[src/rtl/drive_cmd_arbiter.sv]
// Two-requester arbiter for the car-simulator UART command byte: fixed M priority,
// minimum dwell per latched command, and a stop-byte gap on every ownership change.
module drive_cmd_arbiter #(
  parameter int unsigned HOLD_CYCLES = 100000,
  parameter int unsigned GAP_CYCLES  = 10
) (
  input  logic       i_sys_clk,
  input  logic       i_rst,
  input  logic       i_req_m,
  input  logic [5:0] i_cmd_m,
  input  logic       i_req_a,
  input  logic [5:0] i_cmd_a,
  output logic [7:0] o_data_out,
  output logic       o_gnt_m,
  output logic       o_gnt_a,
  output logic       o_dwell_done,
  output logic       o_cmd_err,
  output logic [1:0] o_arb_state
);

  localparam int unsigned CntMax = (HOLD_CYCLES > GAP_CYCLES) ? HOLD_CYCLES : GAP_CYCLES;
  localparam int unsigned CntW   = (CntMax > 1) ? $clog2(CntMax) : 1;
  localparam logic [CntW-1:0] HoldLast = CntW'(HOLD_CYCLES - 1);
  localparam logic [CntW-1:0] GapLast  = CntW'(GAP_CYCLES - 1);
  localparam logic [7:0]      StopByte = 8'h80;

  typedef enum logic [1:0] {
    StIdle = 2'b00,
    StGntM = 2'b01,
    StGntA = 2'b10,
    StGap  = 2'b11
  } state_e;

  state_e          r_state;
  logic [CntW-1:0] r_cnt;
  logic [7:0]      r_data_out;
  logic            r_gnt_m;
  logic            r_gnt_a;
  logic            r_dwell_done;
  logic            r_cmd_err;

  logic [5:0] w_san_m;
  logic [5:0] w_san_a;
  logic       w_err_m;
  logic       w_err_a;

  // Opposing direction pairs cancel to "neither"; place/destroy pass through.
  assign w_err_m = (&i_cmd_m[1:0]) | (&i_cmd_m[3:2]);
  assign w_err_a = (&i_cmd_a[1:0]) | (&i_cmd_a[3:2]);
  assign w_san_m = {i_cmd_m[5:4], i_cmd_m[3:2] & ~{2{&i_cmd_m[3:2]}},
                    i_cmd_m[1:0] & ~{2{&i_cmd_m[1:0]}}};
  assign w_san_a = {i_cmd_a[5:4], i_cmd_a[3:2] & ~{2{&i_cmd_a[3:2]}},
                    i_cmd_a[1:0] & ~{2{&i_cmd_a[1:0]}}};

  always_ff @(posedge i_sys_clk) begin
    if (i_rst) begin
      r_state      <= StIdle;
      r_cnt        <= '0;
      r_data_out   <= StopByte;
      r_gnt_m      <= 1'b0;
      r_gnt_a      <= 1'b0;
      r_dwell_done <= 1'b0;
      r_cmd_err    <= 1'b0;
    end else begin
      r_dwell_done <= 1'b0;
      r_cmd_err    <= 1'b0;
      case (r_state)
        StIdle: begin
          r_cnt <= '0;
          if (i_req_m) begin
            r_state    <= StGntM;
            r_data_out <= {2'b10, w_san_m};
            r_gnt_m    <= 1'b1;
            r_gnt_a    <= 1'b0;
            r_cmd_err  <= w_err_m;
          end else if (i_req_a) begin
            r_state    <= StGntA;
            r_data_out <= {2'b10, w_san_a};
            r_gnt_m    <= 1'b0;
            r_gnt_a    <= 1'b1;
            r_cmd_err  <= w_err_a;
          end else begin
            r_data_out <= StopByte;
            r_gnt_m    <= 1'b0;
            r_gnt_a    <= 1'b0;
          end
        end
        StGntM: begin
          if (r_cnt == HoldLast) begin
            r_dwell_done <= 1'b1;
            r_cnt        <= '0;
            if (i_req_m) begin
              r_data_out <= {2'b10, w_san_m};
              r_cmd_err  <= w_err_m;
            end else begin
              r_state    <= StGap;
              r_data_out <= StopByte;
              r_gnt_m    <= 1'b0;
            end
          end else begin
            r_cnt <= r_cnt + CntW'(1);
          end
        end
        StGntA: begin
          if (r_cnt == HoldLast) begin
            r_dwell_done <= 1'b1;
            r_cnt        <= '0;
            // M preempts A only at a dwell boundary, and always through a gap.
            if (!i_req_m && i_req_a) begin
              r_data_out <= {2'b10, w_san_a};
              r_cmd_err  <= w_err_a;
            end else begin
              r_state    <= StGap;
              r_data_out <= StopByte;
              r_gnt_a    <= 1'b0;
            end
          end else begin
            r_cnt <= r_cnt + CntW'(1);
          end
        end
        StGap: begin
          r_data_out <= StopByte;
          r_gnt_m    <= 1'b0;
          r_gnt_a    <= 1'b0;
          if (r_cnt == GapLast) begin
            r_state <= StIdle;
            r_cnt   <= '0;
          end else begin
            r_cnt <= r_cnt + CntW'(1);
          end
        end
        default: begin
          r_state    <= StIdle;
          r_cnt      <= '0;
          r_data_out <= StopByte;
          r_gnt_m    <= 1'b0;
          r_gnt_a    <= 1'b0;
        end
      endcase
    end
  end

  assign o_data_out   = r_data_out;
  assign o_gnt_m      = r_gnt_m;
  assign o_gnt_a      = r_gnt_a;
  assign o_dwell_done = r_dwell_done;
  assign o_cmd_err    = r_cmd_err;
  assign o_arb_state  = r_state;

endmodule
[config.mk]
export PLATFORM = sky130hd
export DESIGN_NAME = drive_cmd_arbiter
export DESIGN_NICKNAME = d
export VERILOG_FILES = /design/src/rtl/drive_cmd_arbiter.sv
export SDC_FILE = /design/constraint.sdc
export NUM_CORES = 1
export LEC_CHECK = 0
export CAP_MARGIN = 10
export CORE_MARGIN = 2
export CORE_UTILIZATION = 55
export CTS_CLUSTER_SIZE = 30
export DETAILED_ROUTE_END_ITERATION = 8
export PLACE_DENSITY = 0.84
export SYNTH_ARGS = -nofsm -noshare
export SYNTH_HDL_FRONTEND = slang
export SYNTH_SLANG_ARGS = --single-unit
[constraint.sdc]
create_clock -name i_sys_clk -period 4.1 [get_ports i_sys_clk]
set_input_delay 0.82 -clock i_sys_clk [delete_from_list [all_inputs] [get_ports i_sys_clk]]
set_output_delay 0.82 -clock i_sys_clk [all_outputs]
set_load 0.02 [all_outputs]
# Word-level counts from Yosys, hierarchy flattened
# Index checks and enable logic that the tools add are counted.
# classes
add_sub_neg	1
n_eq_ne	11
mux	35
bitwise	11
n_reduce_logical	15
# op_table
cell	n
17-bit case mux with 3 select lines	1
17-bit 2-to-1 mux	2
8-bit case mux with 4 select lines	1
6-bit 2-to-1 mux	4
17-bit by 1-bit adder with 17-bit output, second input constant	1
17-bit equality test, second input constant	1
17-bit by 4-bit equality test with 1-bit output, second input constant	1
8-bit 2-to-1 mux	2
1-bit 2-to-1 mux	14
2-bit 2-to-1 mux	7
2-bit != test, second input constant	5
2-bit AND reduction	5
1-bit case mux with 3 select lines	3
2-bit bitwise AND	4
2-bit inverter	4
2-bit case mux with 4 select lines	1
3-bit AND reduction	2
6-bit AND reduction	1
3-bit nonzero test	2
2-bit equality test, second input constant	2
2-bit OR reduction	2
3-bit != test, second input constant	1
2-bit by 1-bit equality test with 1-bit output, second input constant	1
2-bit zero test	1
4 further kinds	5
# word_totals
register_bits	31
inputBits	16
word_cells	80

# Depth between registers and ports, before layout
# Gate-level depths: netlist (run 1).
# logic_depth
word_depth	6
mapped_depth	9
mapped_depth_nobuf	7

# Worst setup path before layout (run 1)
# Ideal clock, no wire load.
# synth_timing
path_kind	flip-flop to flip-flop
from	register r_cnt[8]
to	register r_gnt_a, in the netlist o_gnt_a
setup_time_ps	134
t_arrival_ps	1876
t_required_ps	3966
path_slack_ps	2090
stages_incl_launch_ff	6
n_path_buf	0
path_cell_list	dfxtp_1 -> or4_4 -> or4_4 -> or3b_1 -> nand3_1 -> a21oi_1
# synth_via
elab_chain_len	3
# synth_lines
element	line	text
start: declaration	35	logic [CntW-1:0] r_cnt;
start signal: assignment	101	r_cnt <= r_cnt + CntW'(1);
start signal: assignment	118	r_cnt <= r_cnt + CntW'(1);
start signal: assignment	129	r_cnt <= r_cnt + CntW'(1);
17-bit equality test	105	if (r_cnt == HoldLast) begin
2-bit != test (no line)	--	
3-bit AND reduction (no line)	--	
end signal: assignment	115	r_gnt_a <= 1'b0;
end signal: assignment	124	r_gnt_a <= 1'b0;
end signal: assignment	137	r_gnt_a <= 1'b0;
end: declaration	38	logic r_gnt_a;
# Every way passes these cells.
# A chain may end at the register's enable or synchronous reset.

# Worst setup path in the final report (run 1)
# layout_timing
from	register r_cnt[0]
to	register r_cnt[13]
# layout_via
elab_chain_len	3
word_cells_on_any_way	6
cone_classes	1 x add/sub; 2 x eq/ne; 3 x mux
# layout_lines
element	line	text
17-bit by 1-bit adder with 17-bit output, or another cell as far along	101, 118, 129	
17-bit 2-to-1 mux, on equally long branches	125, 89, 105	
17-bit case mux with 3 select lines *	67	case (r_state)
# Every way passes the cells marked *; elsewhere a longest branch is shown, timed or not.

==> summary.txt, run 1 <==
Drt
  • Vias per std cell: 5.81
  • ANT nets after route: 0
  • # DRC: 0
  • Total Routed Length: ~3400 um
  • Detailed Routing Iterations Pass 1: 4
  • Routed len/inst: 14.1 um
  • DRT iter0 DRCs: between 40 and 50
  • Via count: around 1400

Die
  • IO Pins: 30
  • Die width: roughly 58 um
  • Die Ht: about 58 um
  • Die footprint: 3310 um^2
  • Initial Util: ~58%
  • Row count: 19
  • Core area: 2730 um^2

Worst setup path
  • Max FO, Critical Path: 17
  • Slowest cell delay on critical path: between 0.6 and 0.7 ns
  • Setup crit start: r_cnt[0]
  • Worst setup endpoint: r_cnt[13]
  • Slowest CP cell: or4_4
  • Worst Setup Path Type: reg -> reg
  • FF-to-FF setup slack: 1.75 ns
  • Critical-path cell list: ha_1 -> nand4_1 -> or4_4 -> nand2_1 -> a211o_1 -> nor2_1
  • Worst endpoint data arrival time: 2.54 ns
  • R2R depth: 6
  • Worst Path Required: about 4.3 ns
  • Worst setup EP type: register
  • RR Endpoint: r_cnt[13]
  • Crit path launch type: register
  • Critical R2R Launch: r_cnt[0]

Yosys
  • Syn avg cell area: ~8.6 um^2
  • Compound-Gate Fraction of Synth Area: ~12%
  • Post-synthesis async set-or-reset flop share: 0%
  • Primary FF master, synth: dfxtp_1
  • Mapped Nets: a little over 200
  • Yosys cell types: 40
  • Number of synthesis warnings: 0
  • Combined area of all synthesized cells: roughly 1600 um^2
  • Largest family of logic cells by synthesized area: simple AND/OR/NAND/NOR gates
  • #FFs+latches synth: 29
  • Synth Area in Simple Gates: between 20% and 30%
  • Synth Area in XOR/XNOR: between 8 and 9%
  • Register area share after synthesis: 36.8%
  • Post-synth EDFFs: 0
  • Post-synthesis adder-cell area fraction: about 5.6%
  • Post-synthesis instance total: ~180
  • Mux cell area share after synthesis: 3.25%

CTS
  • CTS root buffer: clkbuf_4
  • Num CTS Buffers: 5
  • Post CTS Setup Buffer Count: 0
  • CTS tree: done
  • Htree depth: 2
  • Number of gates resized after cts: 0
  • Hold_buf cts: 0
  • Clk slew on worst S/H paths: approximately 0.090 ns
  • Worst-Skew Late Latency: between 0.3 and 0.4 ns
  • Max clock buf depth: 2
  • Clock sinks: 29

STA
  • Slew Viols, Final: 0
  • Tmin final: ~2.4 ns
  • Final Hold Fails: 0
  • Worst slew pin tran: roughly 0.53 ns
  • RSZ-0062 raised after global routing: no
  • Sum Neg Setup Slack: 0 ns
  • Maximum clock rate: approximately 430 MHz
  • Skew final: between 0.006 and 0.007 ns
  • Final setup fails: 0
  • Rel. slew slack: between 60% and 70%
  • Final period utilization: a little under three fifths
  • Hold slack: approximately 0.48 ns

Place
  • Placed cell area: roughly 1800 um^2
  • Routability cong.: 0.852
  • DP Wirelength: 2530 um
  • IO Port Bufs: 27
  • DP Cell Count: ~230

Final layout
  • Nets: around 230
  • Design Area, Final: ~1900 um^2
  • Commonest cells after routing, fill and taps aside: 36 x nor2_1, 29 x dfxtp_1, 27 x clkdlybuf4s50_1
  • Finished Layout Cells: approximately 240
  • Area Overhead vs Synth: 19.1%
  • Share of cells above drive strength 1: under 10%
  • Antenna Cells: 0
  • Commonest non-fill, non-tap cell in the layout: nor2_1
  • Util after Layout: 68.7%
  • Filler instances: between 200 and 250

Run status
  • Status: finished clean

Global routing
  • Vias in the first global route: approximately 1300
  • Total grt overflow: 0
  • First-pass GRT wire length: around 5700 um
  • Largest net degree at the start of global routing: 18
  • Antenna violations before repair: 0
  • Gr usage total: a little under a quarter

Flow run
  • Max-cap violations: 0

Worst hold path
  • Hold Crit Class: reg -> reg

Pwr
  • Static leakage: around 0.65 nW
  • Cell Pwr Density: a little over 500 nW/um^2
  • VDD IR max: between 0.3 and 0.4 mV
[worst max-delay path: cells and delay by family (launching register included)]
kind                       cells  cell delay [ns]
and+or+nand+nor                4             1.13
AOI/OAI and AO/OA              1             0.45
DFF                            1             0.41
adders and majority gates      1             0.23
[worst min path at each step]
stage          startpoint       end  cells after the start
6_report          o_gnt_a   o_gnt_a                      2
5_1_grt           o_gnt_a   o_gnt_a                      2
4_1_cts           o_gnt_a   o_gnt_a                      2
3_5_place_dp      o_gnt_a   o_gnt_a                      2
3_3_place_gp      o_gnt_a   o_gnt_a                      2
2_1_floorplan    r_cnt[0]  r_cnt[0]                      1
[layout make-up]
type | instances | area (um^2) | area share (%)
inverter | 8 | 30.0 | 1.60
sequential | 29 | 581 | 30.9
tap | 31 | 38.8 | 2.06
clock buffer | 8 | 48.8 | 2.60
timing repair buffer | 27 | 270 | 14.4
multi-input combinational | 138 | 911 | 48.5
[per-stage QoR]
stage / worst slack (ns) / power [mW]
after floorplan: 2.09 / 0.690
after global placement: 1.74 / 0.794
after detailed placement: 1.61 / 0.816
after CTS: 1.73 / 0.982
after global routing: 1.57 / 1.04
final: 1.75 / 0.975
[synthesized netlist by cell type (3+ instances only)]
cell	number	area, um^2
or4_4	3	33.8
a31oi_1	4	25.0
buf_4	3	22.5
a211oi_1	6	45.0
ha_1	7	87.6
inv_1	8	30.0
dfxtp_1	29	581
nand2_1	8	30.0
a21oi_1	3	15.0
xnor2_1	7	61.3
nor3_1	3	15.0
mux2i_1	4	40.0
xor2_1	8	70.1
nand4_1	5	31.3
nand2b_1	3	18.8
clkbuf_1	3	11.3
nand3_1	10	50.1
nor3b_1	4	30.0
nor2_1	36	135
a22oi_1	4	30.0
[cell families (layout without fill, tap and decap cells)]
family / Yosys count / after routing
simple gates: 83 / 83
buf+inv: 16 / 43
compound gates: 26 / 26
xor+xnor: 15 / 15
fa+ha+maj: 7 / 7
flops: 29 / 29
other cells: 2 / 2
mux: 5 / 5
[metal layers]
| metal | up-vias | track usage [%] | share of wire, % |
|---|---|---|---|
| met5 | - | 0 | 0 |
| li1 | 686 | - | - |
| met1 | 660 | 26.9 | 42 |
| met3 | 10 | 5.44 | 5.2 |
| met4 | 0 | 14.0 | 2.4 |
| met2 | 45 | 36.5 | 51 |
[sequential cells by signal (all words and copies together) (netlist names)]
register / count
o_cmd_err: 1
r_cnt: 17
o_arb_state: 2
o_gnt_a: 1
o_gnt_m: 1
o_data_out: 6
o_dwell_done: 1
[power by group]
group | internal, mW | switching [mW]
clock | 0.0682 | 0.0945
combinational | 0.195 | 0.262
sequential | 0.324 | 0.0315
total | 0.587 | 0.388
No activity file was read; power rests on OpenSTA's default activity.
==> run 2, diff against run 1 <==
CORE_UTILIZATION = 51   (was 55)
PLACE_DENSITY = 0.79   (was 0.84)
clock period = 2.4 ns   (was 4.1 ns; I/O delays follow)
==> run 2 against run 1 <==
Setup slack lost 1.4 ns. Final area grew 2.9%. Via count is essentially flat. Utilization shrank 4.4 points. Critical path depth shrank 1. Maximum frequency grew 12%. Clock-buffer cell count shrank 1. Clock power grew 110%. Register-to-register slack lost 1.4 ns. Clock skew grew 0.0049 ns. Routed wire length shrank 1.1%. Sequential share of layout area shrank 0.86 points. Largest power group unchanged.
==> summary.txt, run 2 (synthesis results as in run 1) <==
Worst setup path
  • Worst setup EP type: register
  • Crit path launch type: register
  • Crit-path leading delay family: simple AND/OR/NAND/NOR gates
  • Max FO, Critical Path: 3
  • Crit path buffers/inverters: 0
  • R2R depth: 5
  • Cell repeated most along the worst path: or4_4
  • Worst endpoint data arrival time: about 2.4 ns
  • Slowest cell delay on critical path: about 0.54 ns
  • Critical R2R Launch: r_cnt[8]
  • FF-to-FF setup slack: between 0.3 and 0.4 ns
  • Worst Setup Path Type: reg -> reg
  • RR Endpoint: o_cmd_err
  • Slowest CP cell: or4_4
  • Critical-path cell list: or4_4 -> or4_4 -> nor4_4 -> nand4b_1 -> a211oi_2
  • Worst Path Required: ~2.7 ns

Final layout
  • Nets: ~240
  • Commonest non-fill, non-tap cell in the layout: nor2_1
  • Share of cells above drive strength 1: around a tenth
  • Finished Layout Cells: roughly 250
  • Commonest cells after routing, fill and taps aside: 36 x nor2_1, 29 x dfxtp_1, 27 x clkdlybuf4s50_1
  • Max reg flops: 17
  • Multi-input gate area: slightly above 900 um^2
  • Area Overhead vs Synth: 22.5%
  • Filler instances: between 200 and 300
  • Most flops, register: r_cnt
  • Antenna Cells: 0
  • Design Area, Final: approximately 1900 um^2
  • Reg area: between 500 and 600 um^2

Global routing
  • First-pass GRT wire length: between 5000 and 6000 um
  • Gr usage total: 21.6%
  • Largest net degree at the start of global routing: 18
  • Antenna violations before repair: 0
  • Total grt overflow: 0
  • Vias in the first global route: 1336

Place
  • DP Cell Count: 239
  • Placed cell area: 1860 um^2
  • Pre-CTS setup slack: between 0.2 and 0.3 ns
  • IO Port Bufs: 27
  • DP Wirelength: 2480 um
  • Routability cong.: around 0.87

Die
  • Die footprint: 3550 um^2
  • Core area: ~3000 um^2
  • Die Ht: approximately 60 um
  • Row count: 20
  • Die width: 59.6 um
  • IO Pins: 30
  • Initial Util: a little over half

Drt
  • DRT iter0 DRCs: 98
  • # DRC: 0
  • Routed len/inst: roughly 14 um
  • Detailed Routing Iterations Pass 1: 4
  • Via count: 1400
  • ANT nets after route: 0
  • Total Routed Length: approximately 3400 um
  • Vias per std cell: approximately 5.7

STA
  • Slew Viols, Final: 0
  • Final setup fails: 0
  • Final period utilization: between 80% and 90%
  • Maximum clock rate: roughly 480 MHz
  • RSZ-0062 raised after global routing: no
  • Setup WS post-layout: approximately 0.30 ns
  • Final Hold Fails: 0
  • Sum Neg Setup Slack: 0 ns
  • Skew final: 0.0115 ns
  • Tmin final: around 2.1 ns

CTS
  • Post CTS Setup Buffer Count: 0
  • Worst-Skew Late Latency: around 0.34 ns
  • Clk slew on worst S/H paths: 0.10 ns
  • Hold_buf cts: 0
  • Number of gates resized after cts: 0
  • CTS root buffer: clkbuf_4
  • Clock sinks: 29
  • Max clock buf depth: 2
  • Htree depth: 2
  • CTS tree: done
  • Num CTS Buffers: 5

Flow run
  • Max-cap violations: 0

Pwr
  • Cell Pwr Density: between 800 and 900 nW/um^2
  • Overall Power: roughly 1.7 mW
  • VDD IR max: between 0.3 and 0.4 mV
  • Static leakage: slightly below 0.7 nW

Worst hold path
  • Worst hold path depth: 2
  • Worst Min Path Start: o_gnt_a
  • Hold Crit Class: reg -> reg
  • Hold EP: o_gnt_a

Run status
  • Status: finished clean
## run 2: changes by cell type in the layout (fill, tap and decap cells not counted)
cell / previous run / this run
clkbuf_1: 3 / 0
clkinv_2: 0 / 1
clkbuf_8: 0 / 2
buf_4: 0 / 4
## run 2: stage by stage
stage               hold WS (ns)  util, %
global placement           0.461     62.0
detailed placement         0.465     62.0
finish                     0.480     64.4
CTS                        0.480     64.4
global route               0.511     64.4
floorplan                  0.445        -
## run 2: worst max path at each step
stage | start | endpoint | slack (ns) | depth (start not counted)
2_1_floorplan | r_cnt[8] | o_gnt_a | 0.39 | 5
3_3_place_gp | r_cnt[8] | r_cnt[8] | 0.35 | 6
3_5_place_dp | r_cnt[8] | o_cmd_err | 0.30 | 5
4_1_cts | r_cnt[8] | o_cmd_err | 0.28 | 5
5_1_grt | r_cnt[8] | o_data_out[4] | 0.15 | 5
6_report | r_cnt[8] | o_cmd_err | 0.30 | 5
## run 2: cell type report
type | count | share of cell area (%)
clock inverters | 1 | 0.259
clock buffers | 7 | 3.37
well taps | 33 | 2.14
inverters | 8 | 1.55
multi-input cells | 138 | 47.1
repair buffers | 31 | 15.5
flip-flops and latches | 29 | 30.0
## run 2: worst register-to-register path, delay by kind of cell (launching register included)
| family | cells | cell delay (ns) |
|---|---|---|
| flops | 1 | 0.35 |
| simple gates | 4 | 1.45 |
| compound gates | 1 | 0.24 |
## run 2: per-layer routing
layer  wire length (um)  share of wire [%]  GRT usage (%)
met5                  0                  0              0
met1               1440                 43           24.3
met3                212                6.3           5.46
met2               1630                 49           37.5
met4                 70                2.1           11.1
## run 2: power breakdown
group          total (mW)  switching, mW  internal [mW]  leakage, nW
Sequential          0.608         0.0549          0.553        0.236
Clock               0.343          0.173          0.170       0.0413
Combinational       0.777          0.436          0.341        0.403
Total                1.73          0.664           1.06        0.679
